`config.mk`:
```
export PLATFORM = sky130hd
export DESIGN_NAME = prm_edge_mask_accum
export DESIGN_NICKNAME = d
export VERILOG_FILES = /design/src/rtl/prm_pkg.sv /design/src/rtl/prm_mask_bitmap.sv /design/src/rtl/prm_edge_mask_accum.sv
export SDC_FILE = /design/constraint.sdc
export NUM_CORES = 2
export LEC_CHECK = 0
export BUFFER_PORTS_ARGS = -buffer_cell sky130_fd_sc_hd__buf_4
export CAP_MARGIN = 10
export CORE_AREA = 2 2 425 427
export DETAILED_ROUTE_END_ITERATION = 10
export DIE_AREA = 0 0 427 429
export HOLD_SLACK_MARGIN = 0.02
export SYNTH_ARGS = -nofsm -noshare
export SYNTH_HDL_FRONTEND = slang
export SYNTH_SLANG_ARGS = --single-unit
```
`constraint.sdc`:
```
create_clock -name clk -period 2.65 [get_ports clk]
set_clock_uncertainty 0.15 [all_clocks]
set_input_delay 0.795 -clock clk [delete_from_list [all_inputs] [get_ports clk]]
set_output_delay 0.795 -clock clk [all_outputs]
set_load 0.005 [all_outputs]
```
`src/rtl/prm_pkg.sv`:
```
// Shared definitions for the PRM obstacle-check collector: FSM states,
// default geometry and the code-to-checker letter mapping.
package prm_pkg;

    localparam int PRM_CODE_W = 15;
    localparam int PRM_N_EDGE = 1024;
    localparam int PRM_WORD_W = 32;

    typedef enum logic [1:0] {
        IDLE  = 2'd0,
        ACCUM = 2'd1,
        DRAIN = 2'd2,
        DONE  = 2'd3
    } prm_state_t;

    // Checker inputs are lettered A..O; letter A takes code bit 0, O takes bit 14.
    function automatic logic [PRM_CODE_W-1:0] code_to_chk(input logic [PRM_CODE_W-1:0] code);
        logic [PRM_CODE_W-1:0] letters;
        letters = '0;
        for (int unsigned i = 0; i < PRM_CODE_W; i++) begin
            letters[i] = code[i];
        end
        return letters;
    endfunction

endpackage

```
`src/rtl/prm_mask_bitmap.sv`:
```
// Blocked-edge bitmap: N_EDGE flops with synchronous clear, OR-merge of the
// checker bank mask, and a registered word-read mux (out-of-range reads give 0).
module prm_mask_bitmap #(
    parameter int N_EDGE = 1024,
    parameter int WORD_W = 32,
    parameter int ADDR_W = 5
) (
    input  logic              clk,
    input  logic              rst_n,
    input  logic              clr,
    input  logic              merge,
    input  logic [N_EDGE-1:0] mask,
    input  logic [ADDR_W-1:0] rd_addr,
    output logic [WORD_W-1:0] rd_data
);

    localparam int unsigned N_WORDS = N_EDGE / WORD_W;
    localparam int unsigned N_SLOTS = 1 << ADDR_W;

    logic [N_EDGE-1:0] bitmap;
    logic [WORD_W-1:0] words [N_SLOTS];

    // Clear on frame start, otherwise accumulate blocked edges
    always_ff @(posedge clk or negedge rst_n) begin
        if (!rst_n) begin
            bitmap <= '0;
        end else if (clr) begin
            bitmap <= '0;
        end else if (merge) begin
            bitmap <= bitmap | mask;
        end
    end

    // Word view of the bitmap; slots beyond the last real word read as zero
    always_comb begin
        for (int unsigned w = 0; w < N_SLOTS; w++) begin
            words[w] = '0;
            if (w < N_WORDS) begin
                words[w] = bitmap[((w < N_WORDS) ? w : 0) * WORD_W +: WORD_W];
            end
        end
    end

    // Registered readout, one cycle after the address is sampled
    always_ff @(posedge clk or negedge rst_n) begin
        if (!rst_n) begin
            rd_data <= '0;
        end else begin
            rd_data <= words[rd_addr];
        end
    end

endmodule

```
`src/rtl/prm_edge_mask_accum.sv`:
```
// Collector for the PRM obstacle-check bank: streams obstacle codes to the
// external checker bank and OR-accumulates their edge masks into a bitmap.
// Optional obstacle counter port obs_cnt is built when PRM_OBS_CNT_EN is defined.
module prm_edge_mask_accum
    import prm_pkg::*;
#(
    parameter int N_EDGE = PRM_N_EDGE,
    parameter int WORD_W = PRM_WORD_W,
    parameter int CODE_W = PRM_CODE_W
) (
    input  logic                                clk,
    input  logic                                rst_n,
    input  logic                                start,
    input  logic                                obs_valid,
    output logic                                obs_ready,
    input  logic [CODE_W-1:0]                   obs_code,
    input  logic                                obs_last,
    output logic [CODE_W-1:0]                   chk_code,
    input  logic [N_EDGE-1:0]                   chk_mask,
    output logic                                busy,
    output logic                                done,
    input  logic [$clog2(N_EDGE/WORD_W)-1:0]    rd_addr,
    output logic [WORD_W-1:0]                   rd_data
`ifdef PRM_OBS_CNT_EN
    ,
    output logic [15:0]                         obs_cnt
`endif
);

    localparam int ADDR_W = $clog2(N_EDGE / WORD_W);

    prm_state_t state;
    logic       s1_valid;
    logic       s1_last;
    logic       xfer;
    logic       clr;

    assign xfer = obs_valid && obs_ready;
    assign clr  = start && ((state == IDLE) || (state == DONE));

    // Frame FSM with registered handshake/status outputs and stage-1 code register
    always_ff @(posedge clk or negedge rst_n) begin
        if (!rst_n) begin
            state     <= IDLE;
            obs_ready <= 1'b0;
            busy      <= 1'b0;
            done      <= 1'b0;
            chk_code  <= '0;
            s1_valid  <= 1'b0;
            s1_last   <= 1'b0;
`ifdef PRM_OBS_CNT_EN
            obs_cnt   <= '0;
`endif
        end else begin
            case (state)
                IDLE, DONE: begin
                    s1_valid <= 1'b0;
                    if (start) begin
                        state     <= ACCUM;
                        obs_ready <= 1'b1;
                        busy      <= 1'b1;
                        done      <= 1'b0;
`ifdef PRM_OBS_CNT_EN
                        obs_cnt   <= '0;
`endif
                    end
                end
                ACCUM: begin
                    if (xfer) begin
                        chk_code <= code_to_chk(obs_code);
                        s1_valid <= 1'b1;
                        s1_last  <= obs_last;
`ifdef PRM_OBS_CNT_EN
                        if (obs_cnt != 16'hFFFF) begin
                            obs_cnt <= obs_cnt + 16'd1;
                        end
`endif
                        if (obs_last) begin
                            state     <= DRAIN;
                            obs_ready <= 1'b0;
                        end
                    end else begin
                        s1_valid <= 1'b0;
                    end
                end
                DRAIN: begin
                    // The last code's OR lands on this edge in the bitmap
                    s1_valid <= 1'b0;
                    if (s1_last) begin
                        state <= DONE;
                        busy  <= 1'b0;
                        done  <= 1'b1;
                    end
                end
                default: begin
                    state <= IDLE;
                end
            endcase
        end
    end

    prm_mask_bitmap #(
        .N_EDGE (N_EDGE),
        .WORD_W (WORD_W),
        .ADDR_W (ADDR_W)
    ) u_bitmap (
        .clk     (clk),
        .rst_n   (rst_n),
        .clr     (clr),
        .merge   (s1_valid),
        .mask    (chk_mask),
        .rd_addr (rd_addr),
        .rd_data (rd_data)
    );

endmodule

```
==> results.md <==
* Synth Cell Area at ~0.046 sq mm
* Worst-Margin Slew at 1280 ps
* Fin. Hold Viols at 0
* Finished Core Util at 35.7%
* Starting Density at 25.9%
* Fin worst setup slack at -6.53 ps
* Setup Fix Bufs, Post-CTS at 0
* Number of distinct library cells after synthesis at 26
* Yosys Warn Count at 0
* Worst EP arrival at 3210 ps
* Setup crit start kind: input port
* Total CTS buffers at 130
* # clock sinks at roughly 1.1k
* Routed vias at 40.9k
* Worst-path fanout max at 22
* Htree depth at 4
* Placed instance count at about 8.0k
* Leak Pwr at about 32 nW
* Ys async rst share at 100%
* Main synth FF type: dfrtp_1
* WS Path Type: input port to flop
* Worst skew pair latency at approximately 780 ps
* Setup WS pre-CTS at -913 ps
* Cells after Synth at between 4k and 5k
* Largest net degree at the start of global routing at 127
* Routed wire per std cell at 27.1 um
* Final Critical Period at 2660 ps
* Die width at roughly 430 um
* DR DRC count at 0
* Fin cells at slightly above 8k
* First-pass GRT wire length at 311,000 um
* Most frequent cells in the layout: 1,330 x buf_4, 1,123 x a21oi_1, 1,077 x dfrtp_1, 1,025 x nor2_1, 512 x mux2i_1
* Maxcap violations at 0
* IO Pins at 1,099
* Endpoint class of the critical path: flop
* Nets@finish at 6,808
* Flops & latches, synth at 1,078
* Clk pin slew, worst setup/hold paths at 60 ps
* Post-synth EDFFs at 0
* VDD IR max at 617 uV
* Root buf cell: clkbuf_16
* Power Dens Cells at 907 mW/mm^2
* Area grow syn2layout at 37.8%
* Vias in the first global route at 41.5k
* Net Count, Synth at 5,604
* Worst setup endpoint: u_bitmap.rd_data[15]$_DFF_PN0_
* Synth top area cells: dfrtp_1 58%, a21oi_1 12%, mux2i_1 11%, nor2_1 8.3%, buf_2 1.6%
* CP startpoint: rd_addr[1]
* Die H at 429 um
* Top cell type by total area after synthesis: dfrtp_1
* Worst hold slack at 96.8 ps
* CTS tree: yes
* GR Overflow Total at 0
* Final period util at 100%
* DR pass1 iterations at 5
* Seq/Total Area, Yosys at between 50% and 60%
* Die area at 0.183 sq mm
* Setup violators final at 1
* Post-Route WL at 224,000 um
* Yosys top cell area share at 58.4%
* Reg2reg path depth at 6
* Mean Syn Cell Area at 10.1 sq um
* F_max at 0.376 GHz
* Routability congestion estimate at roughly 0.94
* Core area at 0.178 sq mm
* Initial antenna violation count at 86
* Detailed Route Iter0 Violations at 3,954
* Fin. max-slew vios at 0
* Failing checks: setup timing
* Status: finished with violations
* RR Endpoint: u_bitmap.rd_data[9]$_DFF_PN0_
* Rel. slew slack at 13.8%
* IO Port Bufs at about 1.1k
* Antenna-violating nets left at 0
* Clock tree buffer depth at 3
* GRT Overall Usage at a little under a quarter
* CP Data Required Time at 3200 ps
* Placed wire-length estimate at 176,000 um
* Hold Startpoint: chk_mask[647]
* Most common cell after layout, fill and taps aside: buf_4
* Via density at a little under 5
* PnR Total Power at ~58 mW
* Worst flop-to-flop path startpoint: u_bitmap.bitmap[73]$_DFFE_PN0P_
* Min-delay worst type: input port to flop
* Share of layout cells above drive strength 1 at 28.3%
* Rows at 155
* R2r setup slk at around 60 ps
* RSZ-0062 raised after global routing: false
stage by stage:
| stage | instance area [sq um] | TNS, ps |
|---|---|---|
| 3_3_place_gp | 59300 | -16830 |
| 2_1_floorplan | 46200 | 0 |
| 6_report | 63600 | -6.53 |
| 3_5_place_dp | 59300 | -17750 |
| 5_1_grt | 63600 | 0 |
| 4_1_cts | 63500 | 0 |
synth_stat cells (all sizes together) (16+ instances only):
cell type / instances
nor2: 1026
nand3: 99
mux2: 16
nor3: 32
a22oi: 96
a31oi: 33
a22o: 65
mux2i: 512
a21oi: 1123
clkbuf: 137
nand2: 100
dfrtp: 1078
buf: 218
cells by family after synthesis:
kind of cell | count (synthesis) | synth area share (%)
adders and majority gates | 2 | 0.0542
buffers and inverters | 359 | 3.88
and+or+nand+nor | 1265 | 10.7
DFF | 1078 | 58.4
muxes | 528 | 11.5
AOI/OAI and AO/OA | 1321 | 15.5
worst min-delay path by stage:
stage	cells past startpoint	endpoint
finish	3	u_bitmap.bitmap[647]$_DFFE_PN0P_
global route	2	chk_code[13]$_DFFE_PN0P_
CTS	3	u_bitmap.bitmap[185]$_DFFE_PN0P_
detailed placement	2	u_bitmap.bitmap[909]$_DFFE_PN0P_
global placement	2	u_bitmap.bitmap[932]$_DFFE_PN0P_
floorplan	2	u_bitmap.bitmap[0]$_DFFE_PN0P_
registers in the layout (all words and copies together) (netlist names):
name,cells
busy,1
chk_code,15
done,1
obs_ready,1
s1_last,1
s1_valid,1
state,2
u_bitmap.bitmap,1024
u_bitmap.rd_data,32
per-layer routing:
metal | routed length [um] | vias to the layer above | track usage (%)
li1 | - | 18300 | -
met1 | 89000 | 20600 | 29.3
met2 | 110000 | 1662 | 39.1
met3 | 14800 | 361 | 5.25
met4 | 10300 | 32 | 12.2
met5 | 201 | - | 0
area by class of cell:
type                    instances  area, sq um
fillers                     18100       114000
flip-flops and latches       1078        27000
multi-input cells            3116        17500
repair buffers               1427        11900
clock buffers                 181         3710
well taps                    2355         2950
clock inverters                47          484
diodes                         61          153
inverters                       4         15.0
power breakdown:
| group | switching [mW] | internal [mW] |
|---|---|---|
| sequential | 2.77 | 20.4 |
| clock | 7.47 | 10.3 |
| combinational | 10.0 | 6.73 |
| total | 20.3 | 37.5 |
worst max-delay path: stages:
cell,delay (ps)
buf_8,130
buf_12,210
buf_12,230
buf_12,210
buf_4,200
mux2i_1,80
a22oi_1,440
nand3_1,480
buf_12,280
nand3_1,70
what timing repair did:
item                                    CTS  global route
endpoints found under the setup margin    2             0
gates resized for setup                   2             0
endpoints found under the hold margin     5             0
hold buffers                              1             0
No activity file was read; power rests on OpenSTA's default activity.
